### config.mk
export PLATFORM = sky130hd
export DESIGN_NAME = cdb_arbiter
export DESIGN_NICKNAME = d
export VERILOG_FILES = /design/src/rtl/cdb_arbiter.sv
export SDC_FILE = /design/constraint.sdc
export NUM_CORES = 1
export LEC_CHECK = 0
export CORE_MARGIN = 2
export CORE_UTILIZATION = 25
export CTS_CLUSTER_DIAMETER = 200
export DETAILED_ROUTE_END_ITERATION = 10
export DONT_BUFFER_PORTS = 1
export HOLD_SLACK_MARGIN = 0.1
export PLACE_DENSITY = 0.44
export SYNTH_ARGS = -nofsm -noshare
export SYNTH_HDL_FRONTEND = slang
export SYNTH_SLANG_ARGS = --single-unit
### constraint.sdc
create_clock -name clk -period 6 [get_ports clk]
set_clock_uncertainty 0.2 [all_clocks]
set_input_delay 1.5 -clock clk [delete_from_list [all_inputs] [get_ports clk]]
set_output_delay 1.5 -clock clk [all_outputs]
set_load 0.005 [all_outputs]
### src/rtl/cdb_arbiter.sv
// ---------------------------------------------------------------------------
// cdb_arbiter
// Round-robin arbiter that picks one functional-unit result per cycle and
// broadcasts it on the common data bus one cycle later.
//
// Optional feature macro: CDB_ARB_PERF_EN (adds grant_cnt / conflict_cnt).
//
// Ports
//   clk          : clock, all state on rising edge
//   rst          : synchronous reset, active low
//   flush        : ROB flush, suppresses acceptance this cycle
//   req_valid    : per-unit result valid            [NUM_REQ]
//   req_data     : per-unit 32-bit result           [NUM_REQ*32]
//   req_tag      : per-unit ROB tag                 [NUM_REQ*TAG_W]
//   req_ready    : one-hot grant (combinational)    [NUM_REQ]
//   cdb_valid    : broadcast valid (registered)
//   cdb_data     : broadcast result (registered)
//   cdb_tag      : broadcast ROB tag (registered)
//   cdb_src      : producing unit index (registered)
//   grant_cnt    : saturating acceptance count      (CDB_ARB_PERF_EN only)
//   conflict_cnt : saturating contention count      (CDB_ARB_PERF_EN only)
// ---------------------------------------------------------------------------
module cdb_arbiter #(
    parameter int unsigned NUM_REQ = 4,
    parameter int unsigned TAG_W   = 3,
    parameter int unsigned SRC_W   = $clog2(NUM_REQ)
) (
    input  logic                     clk,
    input  logic                     rst,
    input  logic                     flush,
    input  logic [NUM_REQ-1:0]       req_valid,
    input  logic [NUM_REQ*32-1:0]    req_data,
    input  logic [NUM_REQ*TAG_W-1:0] req_tag,
    output logic [NUM_REQ-1:0]       req_ready,
    output logic                     cdb_valid,
    output logic [31:0]              cdb_data,
    output logic [TAG_W-1:0]         cdb_tag,
    output logic [SRC_W-1:0]         cdb_src
`ifdef CDB_ARB_PERF_EN
    ,
    output logic [31:0]              grant_cnt,
    output logic [31:0]              conflict_cnt
`endif
);

    localparam int unsigned DATA_W = 32;

    logic [SRC_W-1:0]   r_rr_ptr;
    logic               r_cdb_valid;
    logic [DATA_W-1:0]  r_cdb_data;
    logic [TAG_W-1:0]   r_cdb_tag;
    logic [SRC_W-1:0]   r_cdb_src;

    logic [DATA_W-1:0]  w_data_arr [NUM_REQ];
    logic [TAG_W-1:0]   w_tag_arr  [NUM_REQ];
    logic               w_found;
    logic               w_accept;
    logic [SRC_W-1:0]   w_gnt_idx;
    logic [SRC_W-1:0]   w_idx;
    logic [SRC_W-1:0]   w_next_ptr;
    logic [NUM_REQ-1:0] w_onehot;
    int                 w_sum;

    // Unpack the flat request buses into per-unit views
    for (genvar i = 0; i < NUM_REQ; i++) begin : g_unpack
        assign w_data_arr[i] = req_data[DATA_W*i +: DATA_W];
        assign w_tag_arr[i]  = req_tag[TAG_W*i +: TAG_W];
    end

    // Round-robin search: walk from the farthest slot back to rr_ptr so the
    // nearest valid unit (in wrap order) is the last and winning assignment
    always_comb begin
        w_found   = 1'b0;
        w_gnt_idx = '0;
        w_idx     = '0;
        w_sum     = 0;
        w_onehot  = '0;
        for (int k = int'(NUM_REQ) - 1; k >= 0; k--) begin
            w_sum = int'(r_rr_ptr) + k;
            if (w_sum >= int'(NUM_REQ)) begin
                w_sum = w_sum - int'(NUM_REQ);
            end
            w_idx = SRC_W'(w_sum);
            if (req_valid[w_idx]) begin
                w_found   = 1'b1;
                w_gnt_idx = w_idx;
            end
        end
        if (w_found) begin
            w_onehot[w_gnt_idx] = 1'b1;
        end
    end

    // Reset and flush both veto the grant
    assign w_accept   = w_found & ~flush & rst;
    assign req_ready  = w_accept ? w_onehot : '0;
    assign w_next_ptr = (w_gnt_idx == SRC_W'(NUM_REQ - 1)) ? '0
                                                           : w_gnt_idx + SRC_W'(1);

    // Broadcast register and pointer update; payload holds when idle
    always_ff @(posedge clk) begin
        if (!rst) begin
            r_rr_ptr    <= '0;
            r_cdb_valid <= 1'b0;
            r_cdb_data  <= '0;
            r_cdb_tag   <= '0;
            r_cdb_src   <= '0;
        end else begin
            r_cdb_valid <= w_accept;
            if (w_accept) begin
                r_rr_ptr   <= w_next_ptr;
                r_cdb_data <= w_data_arr[w_gnt_idx];
                r_cdb_tag  <= w_tag_arr[w_gnt_idx];
                r_cdb_src  <= w_gnt_idx;
            end
        end
    end

    assign cdb_valid = r_cdb_valid;
    assign cdb_data  = r_cdb_data;
    assign cdb_tag   = r_cdb_tag;
    assign cdb_src   = r_cdb_src;

`ifdef CDB_ARB_PERF_EN
    logic [31:0] r_grant_cnt;
    logic [31:0] r_conflict_cnt;
    logic        w_multi;

    // Two or more bits set <=> clearing the lowest set bit leaves something
    assign w_multi = |(req_valid & (req_valid - NUM_REQ'(1)));

    // Saturating performance counters
    always_ff @(posedge clk) begin
        if (!rst) begin
            r_grant_cnt    <= '0;
            r_conflict_cnt <= '0;
        end else begin
            if (w_accept && (r_grant_cnt != 32'hFFFF_FFFF)) begin
                r_grant_cnt <= r_grant_cnt + 32'd1;
            end
            if (w_multi && !flush && (r_conflict_cnt != 32'hFFFF_FFFF)) begin
                r_conflict_cnt <= r_conflict_cnt + 32'd1;
            end
        end
    end

    assign grant_cnt    = r_grant_cnt;
    assign conflict_cnt = r_conflict_cnt;
`endif

endmodule

### After elaboration in Yosys (flattened, before gate mapping)

Index checks and enable logic that the tools add are counted.

| word-level totals | value |
|---|---|
| logic and storage cells | 61 |
| register bits | 40 |

| cells by class | value |
|---|---|
| add/sub/neg operators | 8 |
| reduce and logical (&&, ||, !) cells | 1 |
| $lt $le $gt $ge | 11 |
| multiplexer cells | 31 |
| eq/ne operators | 1 |
| bitwise logic cells | 4 |

Operators with widths:

| cell | number |
|---|---|
| $bmux W32 S2 | 1 |
| $mux W32 | 2 |
| $mux W2 | 9 |
| $lt A2 B3 Y1 const B | 5 |
| $ge A3 B3 Y1 const B | 4 |
| $mux W1 | 9 |
| $bmux W1 S2 | 4 |
| $mux W4 | 2 |
| $sub A2 B1 Y2 const B | 4 |
| $add A2 B2 Y3 const B | 2 |
| $bmux W3 S2 | 1 |
| $mux W3 | 2 |
| $add A2 B1 Y3 const B | 1 |
| $ge A2 B3 Y1 const B | 1 |
| $not A2 Y3 | 1 |
| $add A2 B1 Y2 const B | 1 |
| $and A1 B1 Y1 | 2 |
| $demux W1 S2 | 1 |
| $eq A2 B2 Y1 const B | 1 |
| $ge A2 B1 Y1 const B | 1 |
| $logic_and A1 B1 Y1 | 1 |
| $not A1 Y1 | 1 |

### Longest topological paths before layout

| depth | value |
|---|---|
| word-level depth | 15 |
| depth in mapped cells | 9 |
| mapped depth without buffers | 6 |

### Worst setup path after synthesis

OpenSTA, ideal clock, no wires.

| path | value |
|---|---|
| path type | input-to-output |
| start point | input port req_valid[0] |
| end point | output port req_ready[3] |
| setup slack | 1700 ps |
| data required time | 4300 ps |
| stages on the path | 8 |
| data arrival time | 2600 ps |
| path through | a21o_1 a21oi_1 o22a_1 buf_2 buf_6 buf_4 ha_1 and2_1 |

| on the way | value |
|---|---|
| longest elaborated chain between the ends | 12 |
| elaborated cells between the ends (all ways) | 25 |

Ends and longest elaborated chain:

| what | RTL line | RTL |
|---|---|---|
| start: declaration | 31 | `input logic [NUM_REQ-1:0] req_valid,` |
| $bmux W1 S2 | 84 | `if (req_valid[w_idx]) begin` |
| $mux W1 (implied by the code) | 84 |  |
| $mux W2 (4 in a row) | 84 |  |
| $lt A2 B3 Y1 (implied by the code) or $ge A2 B1 Y1 (tied branches) | 90 | `w_onehot[w_gnt_idx] = 1'b1;` |
| $logic_and A1 B1 Y1 (implied by the code) | 90 |  |
| $mux W1 (implied by the code) | 90 |  |
| $demux W1 S2 | 90 |  |
| $mux W4 | 89 | `if (w_found) begin` |
| $mux W4 * | 96 | `assign req_ready = w_accept ? w_onehot : '0;` |
| end: declaration | 34 | `output logic [NUM_REQ-1:0] req_ready,` |

Mark *: on every way between the ends. The rest lies on a longest branch, timed or not. The select of a mux whose other input is x is not followed.

### Worst setup path in the final report

| path | value |
|---|---|
| start point | input port req_valid[1] |
| end point | output port req_ready[2] |

Same word-level chain as after synthesis.

==> results_dict.tcl <==
set metrics [dict create \
    status "finished, final reports clean" \
    ys_seq_elements 40 \
    worst-path-buf-inv 0 \
    power_density_nw_per_um2 310.1 \
    synthArstFlopShare 0 \
    antenna_found_initial 0 \
    critPathMaxStageDelay_ns 0.51 \
    routed_wl_um 5687 \
    syn_area_um2 2266 \
    grt_pass1_wl_um 8197 \
    crit_fanout 18 \
    placed_area_um2 2311 \
    synth_warnings 0 \
    cts_buffer_depth 2 \
    fin_setup_tns_ns 0 \
    place_congestion 0.6917 \
    worst_path_most_repeated_cell "nor2_1" \
    clock-sinks 40 \
    initial_core_util 0.2586 \
    max_freq_mhz 220.6 \
    die_x_um 99.21 \
    startpoint_type "primary input" \
    grtUsageTotal 0.1049 \
    cts.clk_slew.worst_paths_ns 0.08 \
    setup_viol 0 \
    period_minus_slack_ns 4.532 \
    viasPerCell 5.324 \
    dieArea_um2 9842 \
    post_cts_resized 0 \
    numCtsBuffers 5 \
    cp_top_family "simple AND/OR/NAND/NOR gates" \
    dp_hpwl_um 4210 \
    cts_tree "yes" \
    wire_per_inst_um 17.08 \
    rsz0062_at_grt "false" \
    layout.nets 372 \
    ios 189 \
    hold_violations 0 \
    fin_area_um2 2437 \
    finalCritPeriodShare 0.7554 \
    htreeDepth 2 \
    num_rows 34 \
    area_growth_pct 7.565 \
    end_kind "output port" \
    detail-route-antenna-nets 0 \
    slew_viol_final 0 \
    timing.slew.headroom 0.5119 \
    diodes 0 \
    cts_setup_buffers 0 \
    arrival_ns 2.83 \
    worstPathCellList "nor2_1, a311oi_4, nand2b_1, nor2_1" \
    grt_pass1_vias 1608 \
    clkLatencyLatePin_ns 0.29 \
    ys.flop_type "dfxtp_1" \
    syn-num-nets 380 \
    design.core.area_um2 8763 \
    vdd_drop_max_uv 81.94 \
    postSynthAreaPerCell_um2 9.767 \
    slowest_stage "nand2b_1" \
    synthCells 232 \
    crit_type "primary input to output port" \
    numPortBuffers 0 \
    drive_gt1_frac 0.07556 \
    ys_seq_area_frac 0.3534 \
    synth_enable_flop_cells 0 \
    tightest_slew_ns 0.7321 \
    vias 1773 \
    synth.distinct_cells 23 \
    layout.cells.non_filler 333 \
    leakage_nw 0.9188 \
    hold_class "flip-flop to flip-flop" \
    drt_iter0_drc 49 \
    die_y_um 99.21 \
    dp_cells 325 \
    grt_start_max_net_pins 39 \
    cts-root-buf "clkbuf_8" \
    firstDrtPassIters 4 \
    timing.max_cap.violations 0 \
    cp.required_ns 4.30 \
    overflow 0 \
    drc 0 \
    hold_buffers 0 \
]
## tightest hold or removal path: cells and delay by family, from the launching register on
kind / cells / cell delay [ns]
flops: 1 / 0.33
simple gates: 2 / 0.10
## cells by family (layout without fill, tap and decap cells)
| kind of cell | count (synthesis) | in the layout | share of synthesized area |
|---|---|---|---|
| simple gates | 54 | 54 | 0.09719 |
| buf+inv | 23 | 16 | 0.06350 |
| fa+ha+maj | 1 | 1 | 0.005521 |
| flops | 40 | 40 | 0.3534 |
| mux | 70 | 70 | 0.3092 |
| compound gates | 44 | 44 | 0.1712 |
## report_power, final
part           total (W)  leakage [nW]  internal (W)  switching [W]
sequential      0.000341         0.331      0.000307      0.0000334
clock           0.000243        0.0645      0.000147      0.0000957
combinational   0.000173         0.524     0.0000828      0.0000900
## cells in the final DEF, fill, tap and decap left out
| master | instances |
|---|---|
| a211oi_2 | 1 |
| a21o_1 | 1 |
| a21oi_1 | 2 |
| a311oi_4 | 1 |
| and2_1 | 1 |
| buf_4 | 4 |
| bufinv_16 | 1 |
| clkbuf_8 | 7 |
| dfxtp_1 | 40 |
| ha_1 | 1 |
| inv_1 | 4 |
| mux2i_1 | 70 |
| nand2_1 | 43 |
| nand2_2 | 1 |
| nand2b_1 | 3 |
| nor2_1 | 4 |
| nor2_2 | 1 |
| nor2b_1 | 1 |
| o21ai_0 | 2 |
| o221ai_1 | 35 |
| o22a_4 | 1 |
| o22ai_1 | 1 |
## registers in the layout (all words and copies together), names as in the netlist
register / count
cdb_data: 32
r_rr_ptr: 2
cdb_valid: 1
cdb_tag: 3
cdb_src: 2
## per-stage QoR
stage	total power, W	utilization	worst slack, ns	hold WS, ns
after floorplan	0.0004993	-	1.700	0.2388
after global placement	0.0005237	0.2637	1.415	0.2562
after detailed placement	0.0005261	0.2637	1.415	0.2596
after CTS	0.0007751	0.2781	1.430	0.2735
after global routing	0.0008042	0.2781	1.298	0.2865
final	0.0007559	0.2781	1.468	0.2664
## routing by layer
metal	vias up	track usage	wire, µm
met2	109	0.1918	2946
met1	810	0.1135	2070
met5	-	0	0
met3	4	0.03443	604
met4	0	0.03477	65
li1	850	-	-
## worst paths after layout
path,start,to,slack (ns),cells past startpoint
min reg2reg,cdb_src[0],cdb_src[0],0.27,2
min,cdb_src[0],cdb_src[0],0.27,2
max,req_valid[1],req_ready[2],1.47,4
max reg2reg,r_rr_ptr[1],cdb_tag[2],3.37,6
## synth_stat cells (2+ instances only)
cell type | number | area share
nand2_1 | 43 | 0.071
nand2b_1 | 3 | 0.0083
mux2i_1 | 70 | 0.31
buf_2 | 4 | 0.0088
inv_1 | 4 | 0.0066
o221ai_1 | 35 | 0.14
buf_6 | 6 | 0.030
a21oi_1 | 2 | 0.0044
dfxtp_1 | 40 | 0.35
clkbuf_1 | 7 | 0.012
buf_4 | 2 | 0.0066
o21ai_0 | 2 | 0.0044
nor2_1 | 4 | 0.0066
## cell type report
class	count	area [µm²]
clock inverter	1	30.03
timing repair buffer	4	30.03
clock buffer	7	96.34
multi-input combinational	169	1330
fill	941	6326
tap	108	135.1
inverter	4	15.01
sequential	40	800.8
(Power assumes the default switching activity.)
==> patch (config.mk and constraints unchanged) <==
Build with the macro `CDB_ARB_PERF_EN` defined.
--- a/src/rtl/cdb_arbiter.sv
+++ b/src/rtl/cdb_arbiter.sv
@@ -22,2 +22,4 @@
 // ---------------------------------------------------------------------------
+`define CDB_ARB_PERF_EN
+
 module cdb_arbiter #(
Formal check against the unedited RTL (old outputs only; new: conflict_cnt and grant_cnt): equivalent (Yosys induction, for registers that start in step).
==> patch against the unedited design <==
  * Total power increased by 120%
  * Sequential share of layout area up 0.051 points
  * Routed wire length grew to 3.4 times the old value
  * Count of clock-buffer cells in the layout increased by 3
  * First-iteration DRC count rose to 4.6 times the old value
  * Area after synthesis grew to 2.6 times the old value
  * Sequential cell count is 64 higher
  * Synthesized cell count rose to 3.1 times the old value
  * Via count increased to 3.0 times the old value
  * Final area grew to 2.6 times the old value
  * Setup slack worse by 0.063 ns
  * Highest routed layer unchanged
==> patch: results (changes against the unedited design) <==
Parameter                              Value

Outcome
  Status ... finished clean (unchanged)

Global route
  First-pass GRT wire length ... 29.4 mm (was 8.20 mm)
  GR met2 Demand/Resource ... 0.272 (was 0.192)
  Number of global-route vias before repair ... 5,027 (was 1,608)
  GR met1 Demand/Resource ... 0.186 (was 0.113)

Synth
  Most common library cells after synthesis ... sky130_fd_sc_hd__dfxtp_1 (104), sky130_fd_sc_hd__nand2_1 (78), sky130_fd_sc_hd__o21ai_0 (66) (was sky130_fd_sc_hd__mux2i_1 (70), sky130_fd_sc_hd__nand2_1 (43), sky130_fd_sc_hd__dfxtp_1 (40))
  Area contributors post-synth ... sky130_fd_sc_hd__dfxtp_1 (36%), sky130_fd_sc_hd__mux2i_1 (7.1%), sky130_fd_sc_hd__o211ai_1 (5.7%), sky130_fd_sc_hd__o21ai_0 (5.7%), sky130_fd_sc_hd__nand3_1 (5.1%) (was sky130_fd_sc_hd__dfxtp_1 (35%), sky130_fd_sc_hd__mux2i_1 (31%), sky130_fd_sc_hd__o221ai_1 (14%), sky130_fd_sc_hd__nand2_1 (7.1%), sky130_fd_sc_hd__buf_6 (3.0%))
  Syn nets ... 862 (was 380)
  Share of synthesized area occupied by flip-flops and latches ... 0.358 (was 0.353)
  Distinct cell type count of the synthesized netlist ... 55 (was 23)

Power and ir drop
  Maximum ir drop on the vdd rail ... 0.0964 mV (was 0.0819 mV)
  Leak Pwr ... 1.92 nW (was 0.919 nW)

Setup path
  Maximum net fanout on the critical path ... 11 (was 18)
  Origin of the critical flop-to-flop path ... conflict_cnt[0] (was r_rr_ptr[1])
  Critical Path AT ... 2.90 ns (was 2.83 ns)
  Setup slack on the worst flop-to-flop path ... 2.96 ns (was 3.37 ns)
  End of the worst register-to-register path ... conflict_cnt[23] (was cdb_tag[2])

Layout
  Fraction of final layout cells with drive strength greater than 1 ... 0.0640 (was 0.0756)
  Net total in the final layout ... 832 (was 372)

Place
  Instance area after placement ... 6030 um^2 (was 2310 um^2)

Clock tree
  Num CTS Buffers ... 9 (was 5)
  Clock latency at the later pin of the worst-skew pair ... 0.36 ns (was 0.29 ns)

Route
  Total via count in the routed design ... 5,301 (was 1,773)
  Detailed Route Iter0 Violations ... 226 (was 49)

Min path
  End of the worst hold path ... r_rr_ptr[0] (was cdb_src[0])
patch: cell count changes in the layout (fill, tap and decap cells not counted), moves of 35 or more:
cell                       before  now
sky130_fd_sc_hd__nand3_1        0   59
sky130_fd_sc_hd__a21oi_1        2   42
sky130_fd_sc_hd__o21ai_0        2   66
sky130_fd_sc_hd__o221ai_1      35    0
sky130_fd_sc_hd__nand2_1       43   78
sky130_fd_sc_hd__o211ai_1       0   44
sky130_fd_sc_hd__dfxtp_1       40  104
patch: worst max-delay path, delay by kind of cell:
| family | cells | cell delay, ns |
|---|---|---|
| buffers and inverters | 1 | 0.13 |
| AND/OR/NAND/NOR | 4 | 1.26 |
patch: per-stage QoR:
step                power, mW  utilization  hold slack, ns  worst slack (ns)  std cells
global route             1.73        0.279           0.317              1.26        972
global placement         1.03        0.265           0.271              1.39        956
detailed placement       1.03        0.265           0.268              1.37        956
finish                   1.64        0.279           0.275              1.40        972
CTS                      1.67        0.279           0.276              1.38        972
floorplan               0.958            -           0.239              1.30        712
patch: layer usage:
metal	up-vias	part of all wire
met3	21	0.077
li1	2615	-
met1	2468	0.41
met5	-	0
met2	197	0.50
met4	0	0.015
patch: worst max path at each step:
stage	endpoint	slack, ns	cells past startpoint	startpoint
floorplan	req_ready[3]	1.30	10	req_valid[1]
global placement	req_ready[2]	1.39	5	req_valid[1]
detailed placement	req_ready[2]	1.37	5	req_valid[1]
CTS	req_ready[2]	1.38	5	req_valid[1]
global route	req_ready[2]	1.26	5	req_valid[1]
finish	req_ready[2]	1.40	5	req_valid[1]
patch: final cells by class:
cell class / instances / share of cell area
Sequential cell: 104 / 0.329
Clock inverter: 6 / 0.0115
Inverter: 15 / 0.00890
Clock buffer: 10 / 0.0362
Multi-Input combinational cell: 544 / 0.549
Timing Repair Buffer: 8 / 0.00949
Tap cell: 285 / 0.0564
patch: logic make-up after synthesis:
family | Yosys count | synth area share
simple gates | 264 | 0.249
mux | 41 | 0.0707
fa+ha+maj | 4 | 0.00819
xor+xnor | 6 | 0.00905
flops | 104 | 0.358
compound gates | 229 | 0.254
buf+inv | 64 | 0.0500
patch: report_power, final:
group	switching, mW	total (mW)	internal (mW)
combinational	0.145	0.231	0.0863
sequential	0.0413	0.774	0.733
clock	0.301	0.632	0.331
